`config.mk`:
```
export PLATFORM = sky130hd
export DESIGN_NAME = fir_loop_filter_flat
export DESIGN_NICKNAME = d
export VERILOG_FILES = /design/src/rtl/fir_loop_pkg.sv /design/src/rtl/fir_loop_filter_if.sv /design/src/rtl/fir_mac.sv /design/src/rtl/fir_loop_filter.sv /design/src/flat_wrapper.sv
export SDC_FILE = /design/constraint.sdc
export NUM_CORES = 2
export LEC_CHECK = 0
export BUFFER_PORTS_ARGS = -buffer_cell sky130_fd_sc_hd__buf_4
export CAP_MARGIN = 20
export CORE_UTILIZATION = 44
export CTS_CLUSTER_DIAMETER = 150
export DETAILED_ROUTE_END_ITERATION = 7
export PLACE_DENSITY = 0.64
export SETUP_SLACK_MARGIN = 0.15
export SLEW_MARGIN = 40
export SYNTH_ARGS = -nofsm -noshare
export SYNTH_HDL_FRONTEND = slang
export SYNTH_SLANG_ARGS = --single-unit
```
`constraint.sdc`:
```
create_clock -name clk -period 37.7 [get_ports clk]
set_input_delay 3.77 -clock clk [delete_from_list [all_inputs] [get_ports clk]]
set_output_delay 3.77 -clock clk [all_outputs]
set_load 0.01 [all_outputs]
```
`src/rtl/fir_loop_pkg.sv`:
```
// ---------------------------------------------------------------------------
// fir_loop_pkg
// Shared definitions for the DPLL loop-filter FIR:
//   state_t    - controller states (IDLE / MAC / SCALE / OUT)
//   DEF_LIMIT  - default symmetric saturation bound
//   acc_width  - accumulator width that cannot overflow over all taps
//   scl_width  - width of accumulator times unsigned gain (plus sign bit)
// ---------------------------------------------------------------------------
package fir_loop_pkg;

  typedef enum logic [1:0] {
    IDLE  = 2'd0,
    MAC   = 2'd1,
    SCALE = 2'd2,
    OUT   = 2'd3
  } state_t;

  localparam int DEF_LIMIT = 200000;

  // One growth bit per doubling of the tap count keeps the sum exact.
  function automatic int acc_width(input int data_w, input int coef_w, input int taps);
    return data_w + coef_w + $clog2(taps);
  endfunction

  // Gain is unsigned, so it gains a zero sign bit before the signed multiply.
  function automatic int scl_width(input int acc_w, input int gain_w);
    return acc_w + gain_w + 1;
  endfunction

endpackage

```
`src/rtl/fir_loop_filter_if.sv`:
```
// ---------------------------------------------------------------------------
// fir_loop_filter_if
// Sample, coefficient-write and result signals of the loop filter.
//   master : drives in_valid/in_data/gain and coef_we/coef_addr/coef_data,
//            observes in_ready, coef_ready, out_valid, out_data, sat_flag
//   slave  : the filter side (directions reversed)
// ---------------------------------------------------------------------------
interface fir_loop_filter_if #(
  parameter int DATA_W = 20,
  parameter int COEF_W = 12,
  parameter int GAIN_W = 8,
  parameter int ADDR_W = 5
);
  logic                     in_valid;
  logic                     in_ready;
  logic signed [DATA_W-1:0] in_data;
  logic        [GAIN_W-1:0] gain;
  logic                     coef_we;
  logic        [ADDR_W-1:0] coef_addr;
  logic signed [COEF_W-1:0] coef_data;
  logic                     coef_ready;
  logic                     out_valid;
  logic signed [DATA_W-1:0] out_data;
  logic                     sat_flag;

  modport master (
    output in_valid, in_data, gain, coef_we, coef_addr, coef_data,
    input  in_ready, coef_ready, out_valid, out_data, sat_flag
  );

  modport slave (
    input  in_valid, in_data, gain, coef_we, coef_addr, coef_data,
    output in_ready, coef_ready, out_valid, out_data, sat_flag
  );
endinterface

```
`src/rtl/fir_mac.sv`:
```
// ---------------------------------------------------------------------------
// fir_mac
// Registered signed multiply-accumulate.
//   clk, rst : clock, asynchronous active-high reset
//   i_clr    : zero the accumulator (wins over i_en)
//   i_en     : add i_a * i_b into the accumulator
//   i_a, i_b : signed operands
//   o_acc    : accumulator value
// ---------------------------------------------------------------------------
module fir_mac #(
  parameter int A_W   = 12,
  parameter int B_W   = 20,
  parameter int ACC_W = 37
) (
  input  logic                    clk,
  input  logic                    rst,
  input  logic                    i_clr,
  input  logic                    i_en,
  input  logic signed [A_W-1:0]   i_a,
  input  logic signed [B_W-1:0]   i_b,
  output logic signed [ACC_W-1:0] o_acc
);
  localparam int P_W = A_W + B_W;

  logic signed [P_W-1:0]   w_prod;
  logic signed [ACC_W-1:0] w_prod_ext;
  logic signed [ACC_W-1:0] r_acc;

  assign w_prod     = i_a * i_b;
  assign w_prod_ext = {{(ACC_W-P_W){w_prod[P_W-1]}}, w_prod};

  always_ff @(posedge clk or posedge rst) begin
    if (rst) begin
      r_acc <= '0;
    end else if (i_clr) begin
      r_acc <= '0;
    end else if (i_en) begin
      r_acc <= r_acc + w_prod_ext;
    end
  end

  assign o_acc = r_acc;
endmodule

```
`src/rtl/fir_loop_filter.sv`:
```
// ---------------------------------------------------------------------------
// fir_loop_filter
// Time-multiplexed FIR for the DPLL loop filter: one accepted sample triggers
// TAPS multiply-accumulate cycles over a circular delay line, then a gain /
// shift stage and a symmetric clamp to +-LIMIT.
//   clk, rst : clock, asynchronous active-high reset
//   bus      : fir_loop_filter_if.slave (sample handshake, coefficient
//              writes, result with sat_flag)
// A result appears TAPS+2 edges after the accepting edge; a new sample can be
// taken every TAPS+3 cycles.
// ---------------------------------------------------------------------------
module fir_loop_filter
  import fir_loop_pkg::*;
#(
  parameter int DATA_W = 20,
  parameter int COEF_W = 12,
  parameter int TAPS   = 29,
  parameter int GAIN_W = 8,
  parameter int SHIFT  = 0,
  parameter int LIMIT  = DEF_LIMIT
) (
  input  logic          clk,
  input  logic          rst,
  fir_loop_filter_if.slave bus
);
  localparam int AW    = $clog2(TAPS);
  localparam int ACC_W = acc_width(DATA_W, COEF_W, TAPS);
  localparam int SCL_W = scl_width(ACC_W, GAIN_W);

  localparam logic [AW-1:0]          K_LAST  = AW'(TAPS - 1);
  localparam logic [AW:0]            TAPS_N  = (AW + 1)'(TAPS);
  localparam logic signed [SCL_W-1:0] POS_LIM = SCL_W'(LIMIT);
  localparam logic signed [SCL_W-1:0] NEG_LIM = SCL_W'(-LIMIT);

  state_t r_state, w_state_next;

  logic signed [DATA_W-1:0] r_delay [TAPS];
  logic signed [COEF_W-1:0] r_coef  [TAPS];
  logic [AW-1:0]            r_head;   // next delay-line slot to write
  logic [AW-1:0]            r_rd;     // slot holding x[n-k]
  logic [AW-1:0]            r_k;      // tap index
  logic [GAIN_W-1:0]        r_gain;
  logic signed [SCL_W-1:0]  r_scaled;
  logic                     r_out_valid;
  logic signed [DATA_W-1:0] r_out_data;
  logic                     r_sat;

  logic                     w_idle;
  logic                     w_accept;
  logic                     w_coef_wr;
  logic signed [ACC_W-1:0]  w_acc;
  logic signed [SCL_W-1:0]  w_acc_x;
  logic signed [SCL_W-1:0]  w_gain_x;
  logic signed [SCL_W-1:0]  w_scaled;
  logic signed [DATA_W-1:0] w_clamped;
  logic                     w_sat;

  assign w_idle    = (r_state == IDLE);
  assign w_accept  = bus.in_valid && w_idle;
  // Writes to addresses past the last tap are discarded.
  assign w_coef_wr = bus.coef_we && w_idle && ({1'b0, bus.coef_addr} < TAPS_N);

  // Controller
  always_ff @(posedge clk or posedge rst) begin
    if (rst) r_state <= IDLE;
    else     r_state <= w_state_next;
  end

  always_comb begin
    w_state_next = r_state;
    case (r_state)
      IDLE:    if (bus.in_valid) w_state_next = MAC;
      MAC:     if (r_k == K_LAST) w_state_next = SCALE;
      SCALE:   w_state_next = OUT;
      OUT:     w_state_next = IDLE;
      default: w_state_next = IDLE;
    endcase
  end

  // Delay line and coefficient store. Both are cleared by reset, so they are
  // kept in registers rather than block RAM. A coefficient written in the
  // accept cycle is already visible to the first MAC cycle.
  always_ff @(posedge clk or posedge rst) begin
    if (rst) begin
      for (int i = 0; i < TAPS; i++) begin
        r_delay[i] <= '0;
        r_coef[i]  <= '0;
      end
    end else begin
      if (w_accept)  r_delay[r_head]      <= bus.in_data;
      if (w_coef_wr) r_coef[bus.coef_addr] <= bus.coef_data;
    end
  end

  // Pointers, gain latch, scale and output registers
  always_ff @(posedge clk or posedge rst) begin
    if (rst) begin
      r_head      <= '0;
      r_rd        <= '0;
      r_k         <= '0;
      r_gain      <= '0;
      r_scaled    <= '0;
      r_out_valid <= 1'b0;
      r_out_data  <= '0;
      r_sat       <= 1'b0;
    end else begin
      if (w_accept) begin
        r_head <= (r_head == K_LAST) ? '0 : r_head + 1'b1;
        r_rd   <= r_head;           // newest sample, k = 0
        r_k    <= '0;
        r_gain <= bus.gain;
      end else if (r_state == MAC) begin
        r_k  <= r_k + 1'b1;
        r_rd <= (r_rd == '0) ? K_LAST : r_rd - 1'b1;  // walk back in time
      end
      if (r_state == SCALE) r_scaled <= w_scaled;
      r_out_valid <= (r_state == OUT);
      if (r_state == OUT) begin
        r_out_data <= w_clamped;
        r_sat      <= w_sat;
      end
    end
  end

  fir_mac #(
    .A_W   (COEF_W),
    .B_W   (DATA_W),
    .ACC_W (ACC_W)
  ) u_mac (
    .clk   (clk),
    .rst   (rst),
    .i_clr (w_accept),
    .i_en  (r_state == MAC),
    .i_a   (r_coef[r_k]),
    .i_b   (r_delay[r_rd]),
    .o_acc (w_acc)
  );

  // Gain is zero-extended so the product stays signed.
  assign w_acc_x  = SCL_W'(w_acc);
  assign w_gain_x = SCL_W'(signed'({1'b0, r_gain}));
  assign w_scaled = (w_acc_x * w_gain_x) >>> SHIFT;

  always_comb begin
    w_sat     = 1'b0;
    w_clamped = r_scaled[DATA_W-1:0];
    if (r_scaled > POS_LIM) begin
      w_clamped = DATA_W'(LIMIT);
      w_sat     = 1'b1;
    end else if (r_scaled < NEG_LIM) begin
      w_clamped = DATA_W'(-LIMIT);
      w_sat     = 1'b1;
    end
  end

  assign bus.in_ready   = w_idle;
  assign bus.coef_ready = w_idle;
  assign bus.out_valid  = r_out_valid;
  assign bus.out_data   = r_out_data;
  assign bus.sat_flag   = r_sat;
endmodule
```
`src/flat_wrapper.sv`:
```
// flat-port wrapper written by rule: the top's interface ports become plain ports
module fir_loop_filter_flat import fir_loop_pkg::*;
#(
  parameter int DATA_W = 20,
  parameter int COEF_W = 12,
  parameter int TAPS   = 29,
  parameter int GAIN_W = 8,
  parameter int SHIFT  = 0,
  parameter int LIMIT  = DEF_LIMIT
)
  (clk, rst, bus_in_valid, bus_in_data, bus_gain, bus_coef_we, bus_coef_addr, bus_coef_data, bus_in_ready, bus_coef_ready, bus_out_valid, bus_out_data, bus_sat_flag);
  fir_loop_filter_if #(.DATA_W(DATA_W), .COEF_W(COEF_W), .GAIN_W(GAIN_W)) bus_i ();
  input  logic clk;
  input  logic rst;
  input wire logic [$bits(bus_i.in_valid)-1:0] bus_in_valid;
  input wire logic [$bits(bus_i.in_data)-1:0] bus_in_data;
  input wire logic [$bits(bus_i.gain)-1:0] bus_gain;
  input wire logic [$bits(bus_i.coef_we)-1:0] bus_coef_we;
  input wire logic [$bits(bus_i.coef_addr)-1:0] bus_coef_addr;
  input wire logic [$bits(bus_i.coef_data)-1:0] bus_coef_data;
  output wire logic [$bits(bus_i.in_ready)-1:0] bus_in_ready;
  output wire logic [$bits(bus_i.coef_ready)-1:0] bus_coef_ready;
  output wire logic [$bits(bus_i.out_valid)-1:0] bus_out_valid;
  output wire logic [$bits(bus_i.out_data)-1:0] bus_out_data;
  output wire logic [$bits(bus_i.sat_flag)-1:0] bus_sat_flag;
  assign bus_i.in_valid = bus_in_valid;
  assign bus_i.in_data = bus_in_data;
  assign bus_i.gain = bus_gain;
  assign bus_i.coef_we = bus_coef_we;
  assign bus_i.coef_addr = bus_coef_addr;
  assign bus_i.coef_data = bus_coef_data;
  assign bus_in_ready = bus_i.in_ready;
  assign bus_coef_ready = bus_i.coef_ready;
  assign bus_out_valid = bus_i.out_valid;
  assign bus_out_data = bus_i.out_data;
  assign bus_sat_flag = bus_i.sat_flag;
  fir_loop_filter #(.DATA_W(DATA_W), .COEF_W(COEF_W), .TAPS(TAPS), .GAIN_W(GAIN_W), .SHIFT(SHIFT), .LIMIT(LIMIT)) u_core (.clk(clk), .rst(rst), .bus(bus_i));
endmodule
```
==> impl_metrics.tcl <==
set metrics [dict create \
    cts_hold_buf 0 \
    finalWirelength_um 156000 \
    syn_inst 5473 \
    synth_area_mm2 0.0682 \
    syn-num-nets 6217 \
    period_minus_slack_ns 9.56 \
    cp-startpoint "u_core.r_k[0]" \
    setup.worst_path.end "u_core.u_mac.o_acc[34]" \
    comb_power_share_pct 52.1 \
    ant_nets 0 \
    endpoint_kind "flip-flop" \
    grt_overflow 0 \
    drv_slew 0 \
    gr-usage-all-layers_pct 20.5 \
    pin_count 73 \
    firstDrtPassIters 5 \
    crit_required_ns 38.26 \
    io_buffer_count 72 \
    htree_levels 3 \
    post_cts_resized 0 \
    grt_start_max_net_pins 141 \
    tns_ns 0 \
    yosysTopAreaCellShare_pct 38.8 \
    ys_types 87 \
    synthTopCellsByArea "dfrtp_1 (39%), mux2_2 (16%), fa_1 (15%)" \
    synth_edf_count 0 \
    period_share_pct 25.4 \
    grt_pass1_vias 43989 \
    cts_sinks 1058 \
    reg2reg_setup_slack_ns 28.14 \
    areaGrowthSynthToFinish_pct 9.25 \
    drcViolationCount 0 \
    detail_route.iter0.violations 2179 \
    power_frac_clock_pct 20.6 \
    ys_seq_elements 1058 \
    worstPathArrival_ns 10.12 \
    vias_per_cell 5.47 \
    synth_top_area_cell "dfrtp_1" \
    dieHeight_um 396 \
    max_freq_mhz 105 \
    crit_type "flip-flop to flip-flop" \
    power.total_mw 5.53 \
    worst_slew_pin_slew_ns 0.865 \
    dieArea_mm2 0.157 \
    rsz0062_at_grt "no" \
    slew_headroom_pct 42.2 \
    post_drt_wl_per_cell_um 20.9 \
    rows 144 \
    cap_viol_max_count 0 \
    grt_pass1_wl_um 253000 \
    setup_violations 0 \
    synth_seq_area_share_pct 38.8 \
    clk_latency_ns 0.76 \
    ys.flop_type "dfrtp_1" \
    hpwl_um 105000 \
    sw_frac_of_total_pct 41.7 \
    final_layout_size_suffix_gt1_share_pct 30.5 \
    r2r_cells 26 \
    die_w_um 396 \
    hold_ws_ns 0.475 \
    power.density_mw_per_mm2 74.3 \
    critPathLaunchType "flip-flop" \
    core_mm2 0.154 \
    cts-buffers-inserted 112 \
    cts_buffer_depth 3 \
    skew_ns 0.0564 \
    async_flop_share_pct 100 \
    finalHoldViolCount 0 \
    outcome "complete, no violations" \
    timing.rr.end "u_core.u_mac.o_acc[34]" \
    clockRootBuffer "clkbuf_16" \
    peakVddDrop_mv 0.0522 \
    fin_nets 6113 \
    p_seq_share_pct 27.3 \
    clkTransAtPathRegs_ns 0.06 \
    num_vias 40999 \
    hold_class "flip-flop to flip-flop" \
    gp_congestion 0.832 \
    antenna_found_initial 2 \
    internal_power_mw 3.23 \
    crit_fanout 32 \
    avgSynthCellArea_um2 12.5 \
    power.leakage_nw 36.5 \
    cts_setup_buffers 0 \
    cts_tree "built" \
    p_sw_mw 2.31 \
    yosysWarnings 0 \
    r2r_start "u_core.r_k[0]" \
    start_util_pct 44.3 \
]
## state kept, by name, summed over array words and instances (netlist names)
signal                cells
u_core.bus.out_valid      1
u_core.r_rd               5
u_core.bus.sat_flag       1
u_core.r_k                5
u_core.r_head             5
u_core.r_scaled          46
u_core.u_mac.o_acc       37
u_core.r_gain             8
u_core.r_delay          580
u_core.bus.out_data      20
u_core.r_state            2
u_core.r_coef           348
## power by group through the flow
stage	clock, mW	combinational [mW]	sequential (mW)
after global placement	0	2.81	1.54
after detailed placement	0	2.88	1.54
final	1.14	2.88	1.51
after global routing	1.21	3.26	1.54
after CTS	1.17	2.90	1.52
after floorplan	0	2.30	1.44
## layout make-up
class | instances | area (um2)
inverter | 549 | 2070
tap | 2044 | 2560
fill | 13519 | 79500
antenna | 1 | 2.50
multi-input combinational | 3467 | 38100
clock buffer | 169 | 3370
timing repair buffer | 181 | 1470
sequential | 1058 | 26500
clock inverter | 33 | 478
## metrics by stage
step | setup slack, ns | cells | instance area (um2) | utilization [%]
floorplan | 4.15 | 5473 | 68200 | -
global placement | 28.05 | 7295 | 70400 | 45.7
detailed placement | 28.04 | 7297 | 70600 | 45.8
CTS | 27.96 | 7499 | 74400 | 48.3
global route | 27.47 | 7502 | 74500 | 48.4
finish | 28.14 | 7502 | 74500 | 48.4
## worst min path at each step
stage / start / end / cells past startpoint
final: u_core.r_gain[4] / u_core.r_gain[4] / 2
after global routing: u_core.bus.out_data[12] / u_core.bus.out_data[12] / 1
after CTS: u_core.r_gain[4] / u_core.r_gain[4] / 2
after detailed placement: u_core.r_gain[4] / u_core.r_gain[4] / 2
after global placement: u_core.bus.out_data[7] / u_core.bus.out_data[7] / 1
after floorplan: u_core.r_delay[120] / u_core.r_delay[120] / 1
## worst max-delay path: stages (launching register included)
cell,delay [ns]
dfrtp_4,0.80
buf_4,0.61
buf_4,0.66
mux4_2,0.58
mux2i_1,0.24
nor2_1,0.07
a221oi_1,0.44
a21oi_1,0.14
buf_4,0.24
nand2_1,0.12
fa_1,0.41
fa_1,0.52
inv_1,0.05
fa_1,0.47
fa_1,0.53
fa_1,0.58
fa_1,0.42
ha_1,0.36
a21oi_1,0.33
o21ai_0,0.14
a21oi_1,0.29
a211oi_2,0.18
o21ai_0,0.40
a31oi_1,0.18
or4_1,0.41
nand3_1,0.10
a21oi_1,0.08
## layer usage
metal  GRT usage [%]  share of wire, %  vias up
met2            33.6                48      823
li1                -                 -    18306
met5               0            0.0083        -
met1            28.6                45    21612
met4            5.56               2.6        2
met3            2.92               4.3      256
## placed cells by master, fill, tap and decap left out, types with 113 or more instances in the layout
master / instances
a21oi_1: 115
and2_1: 204
buf_4: 164
clkbuf_16: 113
dfrtp_1: 1049
fa_1: 499
ha_1: 194
inv_1: 541
mux2_2: 962
mux4_2: 253
nand2_1: 351
nor2_1: 209
## cells by family after synthesis
group / synth area share [%]
buffers and inverters: 5.59
adder cells (fa/ha/maj): 18.2
multiplexers: 25.3
AND/OR/NAND/NOR: 7.29
XOR/XNOR: 0.938
flip-flops: 38.8
AO/OA/AOI/OAI: 3.79
## cells in the mapped netlist, types with 17 or more instances
| cell | number |
|---|---|
| dfrtp_1 | 1058 |
| o211ai_1 | 17 |
| inv_1 | 543 |
| nand2b_1 | 18 |
| a21o_1 | 46 |
| xnor2_1 | 47 |
| buf_1 | 18 |
| buf_2 | 59 |
| nor3_1 | 23 |
| and2_1 | 205 |
| clkbuf_1 | 290 |
| fa_1 | 499 |
| nor2_1 | 222 |
| a21oi_1 | 115 |
| xor2_1 | 26 |
| nand3_1 | 46 |
| ha_1 | 196 |
| a31oi_1 | 25 |
| nand2_1 | 354 |
| mux2_2 | 962 |
| nor2b_1 | 74 |
| mux2i_1 | 67 |
| mux4_2 | 253 |
| nand4_1 | 27 |
| o21ai_0 | 61 |
Note: power is estimated with default switching activity, not from simulation.
